--- config.mk ---
export PLATFORM = sky130hd
export DESIGN_NAME = input_debouncer
export DESIGN_NICKNAME = d
export VERILOG_FILES = /design/src/rtl/input_debouncer.sv
export SDC_FILE = /design/constraint.sdc
export NUM_CORES = 1
export LEC_CHECK = 0
export BUFFER_PORTS_ARGS = -buffer_cell sky130_fd_sc_hd__buf_2
export CAP_MARGIN = 20
export CORE_MARGIN = 3
export CORE_UTILIZATION = 34
export CTS_CLUSTER_SIZE = 40
export DETAILED_ROUTE_END_ITERATION = 8
export GPL_TIMING_DRIVEN = 0
export SLEW_MARGIN = 10
export SYNTH_ARGS = -nofsm -noshare
export SYNTH_HDL_FRONTEND = slang
export SYNTH_SLANG_ARGS = --single-unit
export TNS_END_PERCENT = 50
--- constraint.sdc ---
create_clock -name clock -period 1.76 [get_ports clock]
set_clock_uncertainty 0.05 [all_clocks]
set_input_delay 0 -clock clock [delete_from_list [all_inputs] [get_ports clock]]
set_output_delay 0 -clock clock [all_outputs]
set_load 0.005 [all_outputs]
--- src/rtl/input_debouncer.sv ---
// -----------------------------------------------------------------------------
// input_debouncer
//   Synchronizes raw push buttons and switches, debounces each button with a
//   per-button stable-cycle counter, and turns each accepted press into a
//   single-cycle strobe. The strobe carries a one-hot select of the pressed
//   button and a snapshot of the switches taken at the press.
//
// Ports
//   clock      : single rising-edge clock
//   i_rst_n    : asynchronous active-low reset
//   i_btn      : raw bouncing push buttons, 1 = pressed       [NB_BTN]
//   i_sw       : raw switches                                 [NB_SW]
//   o_btn      : one-hot select, non-zero only with o_valid   [NB_BTN]
//   o_sw_data  : switches captured with the last accepted press [NB_SW]
//   o_valid    : single-cycle strobe per accepted press
//
// Build option
//   INPUT_DEBOUNCER_BYPASS_EN : when defined, the debounce counters are removed
//   and the stable level follows the synchronized button directly.
// -----------------------------------------------------------------------------
module input_debouncer #(
  parameter int NB_BTN          = 3,
  parameter int NB_SW           = 8,
  parameter int NB_CNT          = 20,
  parameter int DEBOUNCE_CYCLES = 1000000
) (
  input  logic              clock,
  input  logic              i_rst_n,
  input  logic [NB_BTN-1:0] i_btn,
  input  logic [NB_SW-1:0]  i_sw,
  output logic [NB_BTN-1:0] o_btn,
  output logic [NB_SW-1:0]  o_sw_data,
  output logic              o_valid
);

  typedef enum logic [1:0] {
    IDLE         = 2'd0,
    EMIT         = 2'd1,
    WAIT_RELEASE = 2'd2
  } state_t;

  // Isolates the lowest set bit: v & (-v).
  function automatic logic [NB_BTN-1:0] lowest_onehot(input logic [NB_BTN-1:0] v);
    return v & (~v + NB_BTN'(1));
  endfunction

  logic [NB_BTN-1:0] btn_meta_r;
  logic [NB_BTN-1:0] btn_sync_r;
  logic [NB_SW-1:0]  sw_meta_r;
  logic [NB_SW-1:0]  sw_sync_r;
  logic [NB_BTN-1:0] stable_s;
  logic [NB_BTN-1:0] stable_d_r;
  logic [NB_BTN-1:0] press_s;

  state_t            state_r;
  state_t            next_state_s;
  logic              valid_nx_s;
  logic [NB_BTN-1:0] btn_nx_s;
  logic [NB_SW-1:0]  sw_nx_s;

  // Two-flop synchronizers for every raw button and switch bit.
  always_ff @(posedge clock or negedge i_rst_n) begin
    if (!i_rst_n) begin
      btn_meta_r <= '0;
      btn_sync_r <= '0;
      sw_meta_r  <= '0;
      sw_sync_r  <= '0;
    end else begin
      btn_meta_r <= i_btn;
      btn_sync_r <= btn_meta_r;
      sw_meta_r  <= i_sw;
      sw_sync_r  <= sw_meta_r;
    end
  end

`ifdef INPUT_DEBOUNCER_BYPASS_EN
  // Debounce removed: the stable level is the synchronized level.
  always_comb begin
    stable_s = btn_sync_r;
  end
`else
  // Counter value seen just before the DEBOUNCE_CYCLES-th mismatched edge.
  localparam logic [NB_CNT-1:0] CNT_LAST = NB_CNT'(DEBOUNCE_CYCLES - 1);

  logic [NB_CNT-1:0] cnt_r [NB_BTN];
  logic [NB_BTN-1:0] stable_r;

  // Per-button counter: counts consecutive mismatches and flips the stable
  // level on the last one; the clear at that point keeps it from wrapping.
  always_ff @(posedge clock or negedge i_rst_n) begin
    if (!i_rst_n) begin
      stable_r <= '0;
      for (int i = 0; i < NB_BTN; i++) begin
        cnt_r[i] <= '0;
      end
    end else begin
      for (int i = 0; i < NB_BTN; i++) begin
        if (btn_sync_r[i] != stable_r[i]) begin
          if (cnt_r[i] == CNT_LAST) begin
            stable_r[i] <= ~stable_r[i];
            cnt_r[i]    <= '0;
          end else begin
            cnt_r[i] <= cnt_r[i] + NB_CNT'(1);
          end
        end else begin
          cnt_r[i] <= '0;
        end
      end
    end
  end

  // Expose the debounced level under a mode-independent name.
  always_comb begin
    stable_s = stable_r;
  end
`endif

  // Previous stable level, used to detect 0->1 press edges.
  always_ff @(posedge clock or negedge i_rst_n) begin
    if (!i_rst_n) begin
      stable_d_r <= '0;
    end else begin
      stable_d_r <= stable_s;
    end
  end

  // Press event: rising edge of the stable level; releases produce nothing.
  always_comb begin
    press_s = stable_s & ~stable_d_r;
  end

  // FSM next state and next output values; outputs are registered below so
  // the strobe lines up with the EMIT state.
  always_comb begin
    next_state_s = state_r;
    valid_nx_s   = 1'b0;
    btn_nx_s     = '0;
    sw_nx_s      = o_sw_data;
    case (state_r)
      IDLE: begin
        if (|press_s) begin
          next_state_s = EMIT;
          valid_nx_s   = 1'b1;
          btn_nx_s     = lowest_onehot(press_s);
          sw_nx_s      = sw_sync_r;
        end else begin
          next_state_s = IDLE;
        end
      end
      EMIT: begin
        next_state_s = WAIT_RELEASE;
      end
      WAIT_RELEASE: begin
        // Presses arriving here are dropped; wait for every button up.
        if (stable_s == '0) begin
          next_state_s = IDLE;
        end else begin
          next_state_s = WAIT_RELEASE;
        end
      end
      default: begin
        next_state_s = IDLE;
      end
    endcase
  end

  // FSM state and registered outputs.
  always_ff @(posedge clock or negedge i_rst_n) begin
    if (!i_rst_n) begin
      state_r   <= IDLE;
      o_valid   <= 1'b0;
      o_btn     <= '0;
      o_sw_data <= '0;
    end else begin
      state_r   <= next_state_s;
      o_valid   <= valid_nx_s;
      o_btn     <= btn_nx_s;
      o_sw_data <= sw_nx_s;
    end
  end

endmodule
Word-level counts from Yosys, hierarchy flattened. Cells that the tools add are included.

Bits in registers: 102. Input port bits: 13. Logic and storage cells: 54.

$add $sub $neg: 4. Eq/ne operators: 8. Multiplexer cells: 13. Bitwise operators: 7. Reductions and logical operators: 7.

Operator list (number): 20-bit 2-to-1 mux (6); 20-bit by 1-bit adder with 20-bit output (second input constant) (3); 20-bit equality test (second input constant) (3); 2-bit AND reduction (4); 3-bit AND (2); 3-bit 2-to-1 mux (2); 3-bit inverter (2); 2-bit one-hot mux with 3 select lines (1); 3-bit by 1-bit adder with 3-bit output (second input constant) (1); 3-bit logical NOT (1); 1-bit 2-to-1 mux (3); 1-bit != test (3); 1-bit inverter (3); 3-bit OR reduction (1); 2-bit by 1-bit equality test with 1-bit output (second input constant) (1); 2-bit equality test (second input constant) (1); 2-bit logical NOT (1); 2-bit 2-to-1 mux (1).

Depth between registers and ports, before layout. Gate-level depths: netlist of run 1.

Depth in word-level cells: 7. Gate-level depth with buffers: 6.

Least setup slack after synthesis of run 1. Ideal clock, no wire load.

Path kind: register to register. Start: register cnt_r[20] in the netlist's numbering. End: register cnt_r[38] in the netlist's numbering. Arrival time: 1.711 ns. Slack: -0.079 ns. Cell stages (with the launch flop): 6. Path buffers: 0. Path through: dfrtp_1 > ha_1 > nand3_1 > or3_1 > or4_1 > a21oi_1.

Longest elaborated chain between the ends: 3.

RTL lines: start: declaration (RTL line 85) `logic [NB_CNT-1:0] cnt_r [NB_BTN];`; start signal: indexed assignment (RTL line 103) `cnt_r[i] <= cnt_r[i] + NB_CNT'(1);`; 20-bit by 1-bit adder with 20-bit output / 20-bit equality test (equally long branches) (RTL line 103, 99); 20-bit 2-to-1 mux * (RTL line 99) `if (cnt_r[i] == CNT_LAST) begin`; 20-bit 2-to-1 mux * (RTL line 98) `if (btn_sync_r[i] != stable_r[i]) begin`.

Mark *: on every way between the ends. The rest lies on a longest branch, timed or not. A chain may end at the register's enable or synchronous reset.

Final worst setup path of run 1.
Start: register cnt_r[21] in the netlist's numbering. End: register cnt_r[38] in the netlist's numbering.

Same word-level chain as after synthesis.

==> results.sh, run 1 <==
export IMPL_worstMarginPinSlew_ns=0.565
export IMPL_muxShareOfSynthArea_pct=3.16
export IMPL_arrival_ns=2.04
export IMPL_post_dp_cell_area_sq_um=4660
export IMPL_dieHeight_microns=118
export IMPL_yosys_warnings=0
export IMPL_portBuffers=24
export IMPL_synth_fa_ha_area_share_pct=0.877
export IMPL_reg2regPathDepth=5
export IMPL_start_kind="flop"
export IMPL_max_freq_mhz=549
export IMPL_clk_latency_ns=0.35
export IMPL_synth_seq_area_share_pct=59.1
export IMPL_setup_ws_ns=-0.0611
export IMPL_root_buffer="clkbuf_16"
export IMPL_grt_start_max_net_pins=62
export IMPL_clockBufferDepth=2
export IMPL_violations="setup timing"
export IMPL_numCtsBuffers=9
export IMPL_reg2reg_slack_ns=-0.06
export IMPL_synth_flop_cell="dfrtp_1"
export IMPL_wl_per_cell_microns=13.2
export IMPL_grt_pass1_vias=3116
export IMPL_grt_pass1_wl_microns=14200
export IMPL_regArea_sq_um=2540
export IMPL_detail_route_antenna_nets=0
export IMPL_synth_common_cells="101 x dfrtp_1, 48 x nor2_1, 26 x xnor2_1"
export IMPL_syn_area_sq_um=4280
export IMPL_htreeDepth=3
export IMPL_ios=25
export IMPL_core_sq_um=12200
export IMPL_synthXorXnorAreaFrac_pct=8.19
export IMPL_async_flop_share_pct=100
export IMPL_worstPathRequired_ns=1.98
export IMPL_synth_most_common_cell="dfrtp_1"
export IMPL_drtIter0Drc=132
export IMPL_endpoint_kind="flop"
export IMPL_synth_top_cell_by_area="dfrtp_1"
export IMPL_antenna_found_initial=0
export IMPL_synth_distinct_cells=34
export IMPL_grt_util_all_layers_pct=12.1
export IMPL_total_power_w=0.00485
export IMPL_synth_compound_area_share_pct=5.79
export IMPL_design_area_sq_um=5500
export IMPL_clock_sinks=101
export IMPL_synth_edff_count=0
export IMPL_r2r_start="cnt_r[21]$_DFF_PN0_"
export IMPL_n_antenna_cell=0
export IMPL_cap_violations=0
export IMPL_cts_tree="built"
export IMPL_detailed_place_hpwl_microns=5170
export IMPL_rsz0062_at_grt="yes"
export IMPL_crit_fanout=3
export IMPL_path_clk_slew_ns=0.08
export IMPL_syn_avg_cell_area_sq_um=11.3
export IMPL_setup_viol=1
export IMPL_yosys_top_cells_area="dfrtp_1 59%, xnor2_1 5.3%, nor2_1 4.2%, mux2_2 3.2%, xor2_1 2.9%"
export IMPL_fillerInstances=1113
export IMPL_synth_top_family_by_area="simple AND/OR/NAND/NOR gates"
export IMPL_netlist_area_leader_share_pct=59.1
export IMPL_die_w_microns=118
export IMPL_dr_pass1_iters=6
export IMPL_drive_above_1_share_pct=27.0
export IMPL_num_vias=3034
export IMPL_fin_crit_ns=1.82
export IMPL_ir_worst_vdd_mv=0.618
export IMPL_initial_core_util_pct=35.2
export IMPL_min_path_type="input port to asynchronous set/reset pin"
export IMPL_multi_input_area_sq_um=1830
export IMPL_slew_violations=0
export IMPL_synthCells=380
export IMPL_vias_per_cell=4.84
export IMPL_dieArea_sq_um=14000
export IMPL_wirelength_microns=8280
export IMPL_drc=0
export IMPL_p_leak_nw=2.32
export IMPL_hold_viol=0
export IMPL_synth_simple_area_share_pct=21.0
export IMPL_reg2reg_to="cnt_r[38]$_DFF_PN0_"
export IMPL_syn_num_nets=396
export IMPL_placementRows=40
export IMPL_syn_to_final_growth_pct=28.5
export IMPL_min_period_over_period_pct=103
export IMPL_crit_type="flop to flop"
export IMPL_grt_overflow_total=0
export IMPL_final_net_count=470
export IMPL_place_ws_ns=-0.211
export IMPL_slew_headroom_pct=62.3
export IMPL_routabilityCongestion=0.809
export IMPL_power_density_nw_per_um2=882
export IMPL_ys_seq_elements=101
export IMPL_status="complete, but fails checks"
## per-layer routing
layer	global-route usage, %	vias to the layer above	wire length, microns
li1	-	1491	-
met1	15.2	1494	3830
met2	20.5	43	4110
met3	3.44	6	269
met4	3.37	0	67
met5	0	-	0
## worst max path at each step
| stage | start | endpoint | slack, ns | depth (start not counted) |
|---|---|---|---|---|
| after floorplan | cnt_r[20]$_DFF_PN0_ | cnt_r[38]$_DFF_PN0_ | -0.04 | 5 |
| after global placement | i_rst_n | cnt_r[56]$_DFF_PN0_ | -0.37 | 1 |
| after detailed placement | cnt_r[42]$_DFF_PN0_ | cnt_r[51]$_DFF_PN0_ | -0.21 | 6 |
| after CTS | cnt_r[0]$_DFF_PN0_ | cnt_r[2]$_DFF_PN0_ | -0.14 | 6 |
| after global routing | cnt_r[21]$_DFF_PN0_ | cnt_r[38]$_DFF_PN0_ | -0.11 | 5 |
| final | cnt_r[21]$_DFF_PN0_ | cnt_r[38]$_DFF_PN0_ | -0.06 | 5 |
## stage by stage
step,TNS (ns),util (%),hold slack [ns],std cells
2_1_floorplan,-0.0391,-,-0.346,380
3_3_place_gp,-42.39,38.0,0.0584,572
3_5_place_dp,-8.04,38.3,-0.0303,573
4_1_cts,-2.63,42.9,0.137,607
5_1_grt,-1.04,45.2,0.170,627
6_report,-0.0611,45.2,0.130,627
## sequential cells by signal (all words and copies together) (netlist names)
name / flops
o_btn: 3
cnt_r: 60
state_r: 2
sw_meta_r: 8
btn_meta_r: 3
o_sw_data: 8
sw_sync_r: 8
stable_d_r: 3
btn_sync_r: 3
stable_r: 3
## final cells by class
class / instances / share of cell area [%]
plain buffers: 7 / 0.956
multi-input cells: 260 / 33.3
well taps: 168 / 3.82
clock buffers: 9 / 4.10
flip-flops and latches: 101 / 46.2
inverters: 11 / 0.751
clock inverters: 7 / 2.34
repair buffers: 64 / 8.56
## layout by cell type, fill, tap and decap left out, drive strengths merged, types with 10 or more instances in the layout
cell	n
inv	13
or3	13
nand4	16
xnor2	26
dfrtp	101
xor2	14
clkbuf	10
a21oi	17
nor2	48
nor3	12
mux2	12
nand2	19
buf	58
o21ai	11
dlygate4sd3	12
nor4	10
nand3	18
## power breakdown
group | total (W) | internal [W] | switching (W)
sequential | 0.00239 | 0.00236 | 0.0000299
clock | 0.00227 | 0.00130 | 0.000972
combinational | 0.000185 | 0.0000816 | 0.000103
## critical path: stages (launching register included)
cell and delay [ns]:
dfrtp_1 0.40, ha_4 0.17, nand3_4 0.07, or3_4 0.39
or4_1 0.52, a21oi_1 0.14
## kinds of logic (layout without fill, tap and decap cells)
| family | Yosys count | count (layout) |
|---|---|---|
| adders and majority gates | 3 | 3 |
| buffers and inverters | 19 | 98 |
| and+or+nand+nor | 167 | 167 |
| xor gates and xnor gates | 40 | 40 |
| muxes | 12 | 12 |
| DFF | 101 | 101 |
| AOI/OAI and AO/OA | 38 | 38 |
## timing repair
item                                    CTS  global route
endpoints found under the setup margin   57            56
hold buffers                             12             0
endpoints found under the hold margin    51             0
pin swaps                                 5            14
resized for setup                         9            41
setup buffers                             6            20
gates cloned                              0             1
Power figures use the tool's default switching activity.
==> run 2, diff against run 1 <==
--- a/config.mk
+++ b/config.mk
@@ -9,6 +9,7 @@
 export CAP_MARGIN = 20
 export CORE_MARGIN = 3
 export CORE_UTILIZATION = 34
+export CTS_BUF_LIST = sky130_fd_sc_hd__clkbuf_4 sky130_fd_sc_hd__clkbuf_8
 export CTS_CLUSTER_SIZE = 40
 export DETAILED_ROUTE_END_ITERATION = 8
 export GPL_TIMING_DRIVEN = 0
==> run 2 against run 1 <==
  * Largest power group unchanged
  * Combinational power grew 2%
  * Largest cell class unchanged
  * The run still ends with setup timing left
  * Count of clock-buffer cells in the layout is the same
  * Sequential power about the same
  * Power shrank 10%
  * Final area down 1.3%
  * Critical path depth unchanged
  * Sequential cell count did not move
  * Setup slack lost 0.0014 ns
  * Non-clock buffer count is 2 higher
  * Fmax is essentially flat
==> results.sh, run 2 (synthesis results as in run 1) <==
export IMPL_status="complete, but fails checks"
export IMPL_violations="setup timing"
export IMPL_clock_sinks=101
export IMPL_arrival_ns=2.08
export IMPL_fillerInstances=1116
export IMPL_p_seq_share_pct=55.1
export IMPL_worstPathRequired_ns=2.02
export IMPL_wirelength_microns=8340
export IMPL_cp_cell_sequence="ha_4, nand3_4, or3_4, or4_1, a21oi_1"
export IMPL_num_vias=3067
export IMPL_pwr_share_clk_pct=40.6
export IMPL_placementRows=40
export IMPL_min_path_type="input port to asynchronous set/reset pin"
export IMPL_cap_violations=0
export IMPL_dieArea_sq_um=14000
export IMPL_slew_violations=0
export IMPL_clockBufferDepth=2
export IMPL_comb_power_share_pct=4.4
export IMPL_routabilityCongestion=0.809
export IMPL_switching_power_w=0.00104
export IMPL_reg2reg_to="cnt_r[38]$_DFF_PN0_"
export IMPL_detail_route_antenna_nets=0
export IMPL_largest_reg_flops=60
export IMPL_grt_overflow_total=0
export IMPL_syn_to_final_growth_pct=26.8
export IMPL_endpoint="cnt_r[38]$_DFF_PN0_"
export IMPL_worstMarginPinSlew_ns=0.568
export IMPL_grt_util_all_layers_pct=12.1
export IMPL_worst_path_max_delay_cell="or4_1"
export IMPL_max_freq_mhz=549
export IMPL_ios=25
export IMPL_vias_per_cell=4.88
export IMPL_path_delay_family="simple AND/OR/NAND/NOR gates"
export IMPL_cts_tree="built"
export IMPL_numCtsBuffers=9
export IMPL_holdWs_ns=0.0896
export IMPL_drc=0
export IMPL_cp_depth=5
export IMPL_antenna_found_initial=0
export IMPL_htreeDepth=3
export IMPL_layout_commonest_cell="dfrtp_1"
export IMPL_endpoint_kind="flop"
export IMPL_ir_worst_vdd_mv=0.514
export IMPL_critPathMaxStageDelay_ns=0.52
export IMPL_grt_start_max_net_pins=62
export IMPL_slew_headroom_pct=62.1
export IMPL_die_w_microns=118
export IMPL_reg2reg_slack_ns=-0.06
export IMPL_reg2regPathDepth=5
export IMPL_switching_share_pct=24.1
export IMPL_final_cell_mix="94 x dfrtp_1, 48 x nor2_1, 32 x buf_4"
export IMPL_dr_pass1_iters=5
export IMPL_rsz0062_at_grt="yes"
export IMPL_initial_core_util_pct=35.2
export IMPL_detailed_place_hpwl_microns=5170
export IMPL_hold_viol=0
export IMPL_setup_ws_ns=-0.0626
export IMPL_portBuffers=24
export IMPL_grt_pass1_wl_microns=14200
export IMPL_crit_fanout=3
export IMPL_clk_latency_ns=0.38
export IMPL_drive_above_1_share_pct=27.3
export IMPL_core_sq_um=12200
export IMPL_crit_path_start="cnt_r[21]$_DFF_PN0_"
export IMPL_wl_per_cell_microns=13.3
export IMPL_setup_viol=4
export IMPL_crit_type="flop to flop"
export IMPL_internal_power_w=0.00330
export IMPL_path_clk_slew_ns=0.11
export IMPL_drtIter0Drc=121
export IMPL_fin_setup_tns_ns=-0.0756
export IMPL_worst_path_buf_inv=0
export IMPL_top_register="cnt_r"
export IMPL_power_density_nw_per_um2=800
export IMPL_r2r_start="cnt_r[21]$_DFF_PN0_"
export IMPL_start_kind="flop"
export IMPL_dieHeight_microns=118
export IMPL_n_antenna_cell=0
export IMPL_min_period_over_period_pct=104
export IMPL_final_net_count=472
export IMPL_fin_crit_ns=1.82
export IMPL_p_leak_nw=2.30
export IMPL_grt_pass1_vias=3133
export IMPL_root_buffer="clkbuf_8"
==> run 2: cell count changes in the layout (fill, tap and decap cells not counted), moves of 2 or more <==
| cell | delta |
|---|---|
| buf_6 | +2 |
| clkbuf_16 | -9 |
| dfrtp_1 | +2 |
| clkbuf_8 | +9 |
| dfrtp_2 | -2 |
==> run 2: layout make-up <==
| type | instances | area (sq um) | area share (%) |
|---|---|---|---|
| Buffer | 7 | 56.3 | 1.04 |
| Clock buffer | 9 | 124 | 2.28 |
| Clock inverter | 7 | 129 | 2.38 |
| Inverter | 11 | 41.3 | 0.761 |
| Multi-Input combinational cell | 260 | 1840 | 33.9 |
| Sequential cell | 101 | 2540 | 46.8 |
| Tap cell | 168 | 210 | 3.88 |
| Timing Repair Buffer | 66 | 489 | 9.02 |
==> run 2: worst min path at each step <==
| stage | to | slack [ns] | cells after the start |
|---|---|---|---|
| global route | o_sw_data[6]$_DFFE_PN0P_ | 0.12 | 2 |
| detailed placement | sw_meta_r[0]$_DFF_PN0_ | -0.03 | 1 |
| floorplan | btn_meta_r[0]$_DFF_PN0_ | -0.35 | 0 |
| CTS | sw_meta_r[0]$_DFF_PN0_ | 0.09 | 2 |
| global placement | sw_meta_r[4]$_DFF_PN0_ | 0.06 | 1 |
| finish | sw_meta_r[0]$_DFF_PN0_ | 0.09 | 2 |
==> run 2: per-layer routing <==
layer,vias up,wire length [microns],GRT usage (%)
met2,48,4190,20.5
met5,-,0,0
li1,1489,-,-
met3,10,296,3.35
met1,1520,3750,15.0
met4,0,108,3.96
==> run 2: worst reg2reg max path, cell delays in order, from the launching register on <==
cell,delay [ns]
dfrtp_1,0.41
ha_4,0.17
nand3_4,0.08
or3_4,0.39
or4_1,0.52
a21oi_1,0.14
==> run 2: repair_timing <==
| action | in CTS | in global routing |
|---|---|---|
| pin swaps | 5 | 14 |
| gates cloned | 0 | 2 |
| hold buffers | 12 | 0 |
| resized for setup | 10 | 44 |
| setup buffers | 7 | 20 |
| endpoints found under the hold margin | 70 | 0 |
| endpoints found under the setup margin | 58 | 56 |
==> run 2: through the flow <==
step           utilization [%]  setup slack, ns  cell area [sq um]  std cells  power [W]
5_1_grt                   44.6           -0.121               5420        629    0.00452
3_3_place_gp              38.0           -0.372               4630        572    0.00256
4_1_cts                   42.2           -0.147               5130        608    0.00437
6_report                  44.6          -0.0626               5420        629    0.00434
2_1_floorplan                -          -0.0391               4300        380    0.00248
3_5_place_dp              38.3           -0.211               4660        573    0.00257
==> run 2: power groups by stage <==
stage,registers [W],logic (W),clock network (W)
3_3_place_gp,0.00243,0.000126,0
3_5_place_dp,0.00243,0.000137,0
2_1_floorplan,0.00243,0.0000544,0
5_1_grt,0.00240,0.000217,0.00191
4_1_cts,0.00239,0.000172,0.00182
6_report,0.00239,0.000189,0.00176
==> run 3, diff against run 2 <==
--- a/config.mk
+++ b/config.mk
@@ -8,7 +8,7 @@
 export BUFFER_PORTS_ARGS = -buffer_cell sky130_fd_sc_hd__buf_2
 export CAP_MARGIN = 20
 export CORE_MARGIN = 3
-export CORE_UTILIZATION = 34
+export CORE_UTILIZATION = 31
 export CTS_BUF_LIST = sky130_fd_sc_hd__clkbuf_4 sky130_fd_sc_hd__clkbuf_8
 export CTS_CLUSTER_SIZE = 40
 export DETAILED_ROUTE_END_ITERATION = 8
==> run 3 against run 2 <==
  * The run now ends clean
  * Clock power fell by 19%
  * Combinational power barely moved
  * Count of clock-buffer cells in the layout rose by 1
  * Final area fell by 0.62%
  * Worst hold slack improved by 0.035 ns
  * Critical path depth did not move
  * Die area rose by 9.2%
  * Register-to-register slack improved by 0.06 ns
  * Setup slack improved by 0.064 ns
  * Cell count rose by 1.4%
  * Sequential share of layout area rose by 0.39 points
  * Sequential power barely moved
==> results.sh, run 3 (synthesis results as in run 1) <==
export IMPL_worstPathRequired_ns=2.01
export IMPL_layout_commonest_cell="dfrtp_1"
export IMPL_setup_viol=0
export IMPL_r2r_start="cnt_r[20]$_DFF_PN0_"
export IMPL_power_density_nw_per_um2=743
export IMPL_grt_pass1_wl_microns=13900
export IMPL_syn_to_final_growth_pct=26.0
export IMPL_p_leak_nw=2.27
export IMPL_htreeDepth=3
export IMPL_path_clk_slew_ns=0.10
export IMPL_drive_above_1_share_pct=27.9
export IMPL_num_vias=3045
export IMPL_crit_path_start="cnt_r[20]$_DFF_PN0_"
export IMPL_antenna_found_initial=0
export IMPL_wl_per_cell_microns=13.1
export IMPL_status="finished, final reports clean"
export IMPL_initial_core_util_pct=32.0
export IMPL_top_register="cnt_r"
export IMPL_n_antenna_cell=0
export IMPL_detailed_place_hpwl_microns=5300
export IMPL_slew_headroom_pct=61.6
export IMPL_drc=0
export IMPL_ir_worst_vdd_mv=0.510
export IMPL_portBuffers=24
export IMPL_regArea_sq_um=2540
export IMPL_fin_setup_tns_ns=0
export IMPL_start_kind="flop"
export IMPL_dieArea_sq_um=15200
export IMPL_root_buffer="clkbuf_8"
export IMPL_clock_sinks=101
export IMPL_place_inst=581
export IMPL_max_freq_mhz=569
export IMPL_vias_per_cell=4.77
export IMPL_endpoint_kind="flop"
export IMPL_routabilityCongestion=0.804
export IMPL_placementRows=42
export IMPL_arrival_ns=2.00
export IMPL_final_cell_mix="90 x dfrtp_1, 48 x nor2_1, 32 x buf_4"
export IMPL_fin_crit_ns=1.76
export IMPL_ios=25
export IMPL_hold_viol=0
export IMPL_slew_violations=0
export IMPL_worstMarginPinSlew_ns=0.576
export IMPL_grt_pass1_vias=2975
export IMPL_instances_no_fill=638
export IMPL_grt_start_max_net_pins=58
export IMPL_multi_input_area_sq_um=1840
export IMPL_largest_reg_flops=60
export IMPL_rsz0062_at_grt="yes"
export IMPL_dr_pass1_iters=4
export IMPL_clk_latency_ns=0.37
export IMPL_fillerInstances=1295
export IMPL_core_sq_um=13300
export IMPL_drtIter0Drc=174
export IMPL_numCtsBuffers=9
export IMPL_cts_tree="built"
export IMPL_detail_route_antenna_nets=0
export IMPL_grt_util_all_layers_pct=11.5
export IMPL_cap_violations=0
export IMPL_utilization_pct=40.4
export IMPL_clockBufferDepth=2
export IMPL_die_w_microns=123
export IMPL_dieHeight_microns=123
export IMPL_min_period_over_period_pct=99.9
export IMPL_crit_fanout=4
export IMPL_grt_overflow_total=0
export IMPL_total_power_w=0.00400
export IMPL_crit_type="flop to flop"
export IMPL_wirelength_microns=8350
export IMPL_min_path_type="input port to asynchronous set/reset pin"
export IMPL_final_net_count=473
run 3: worst max-delay path, stage by stage (launching register included):
cell and delay (ns):
dfrtp_1 0.40, ha_4 0.17, nand3_4 0.08, or3_4 0.39, or4_1 0.47, a21oi_1 0.13
run 3: layout make-up:
cell class                      instances  area share [%]
Clock inverter                          6           0.998
Multi-Input combinational cell        260            34.1
Clock buffer                           10            2.55
Timing Repair Buffer                   67            9.33
Inverter                               11           0.766
Buffer                                  7            1.04
Tap cell                              176            4.09
Sequential cell                       101            47.1
run 3: what timing repair did:
item,CTS,global route
endpoints found under the hold margin,55,0
setup endpoints to repair,66,68
setup buffers,8,20
pin swaps,6,8
hold buffers,12,0
cloned,1,1
resized for setup,13,39
run 3: stage by stage:
step / cell area [sq um] / worst slack [ns] / hold WS, ns
finish: 5390 / 0.00184 / 0.124
global route: 5390 / -0.0886 / 0.160
CTS: 5100 / -0.111 / 0.108
detailed placement: 4670 / -0.228 / -0.0165
global placement: 4640 / -0.365 / 0.0581
floorplan: 4300 / -0.0391 / -0.346
run 3: worst paths after layout:
| kind | depth (start not counted) | slack, ns | to |
|---|---|---|---|
| worst min register to register | 0 | 0.29 | btn_sync_r[0]$_DFF_PN0_ |
| worst min-delay path | 2 | 0.12 | cnt_r[15]$_DFF_PN0_ |
| worst max register to register | 5 | 0.002 | cnt_r[38]$_DFF_PN0_ |
| max in group asynchronous | 3 | 0.85 | cnt_r[46]$_DFF_PN0_ |
| min in group clock | 2 | 0.22 | sw_meta_r[6]$_DFF_PN0_ |
| worst max-delay path | 5 | 0.002 | cnt_r[38]$_DFF_PN0_ |
run 3: power by group:
group / switching (W) / total, W / leakage [nW] / internal [W]
registers: 0.0000295 / 0.00239 / 1.34 / 0.00236
logic: 0.000105 / 0.000190 / 0.843 / 0.0000851
clock network: 0.000845 / 0.00142 / 0.0954 / 0.000578
run 3: layer usage:
| layer | wire length [microns] | GRT usage (%) |
|---|---|---|
| met1 | 4010 | 15.3 |
| met2 | 3980 | 17.8 |
| met3 | 248 | 3.02 |
| met4 | 112 | 4.43 |
| met5 | 0 | 0 |
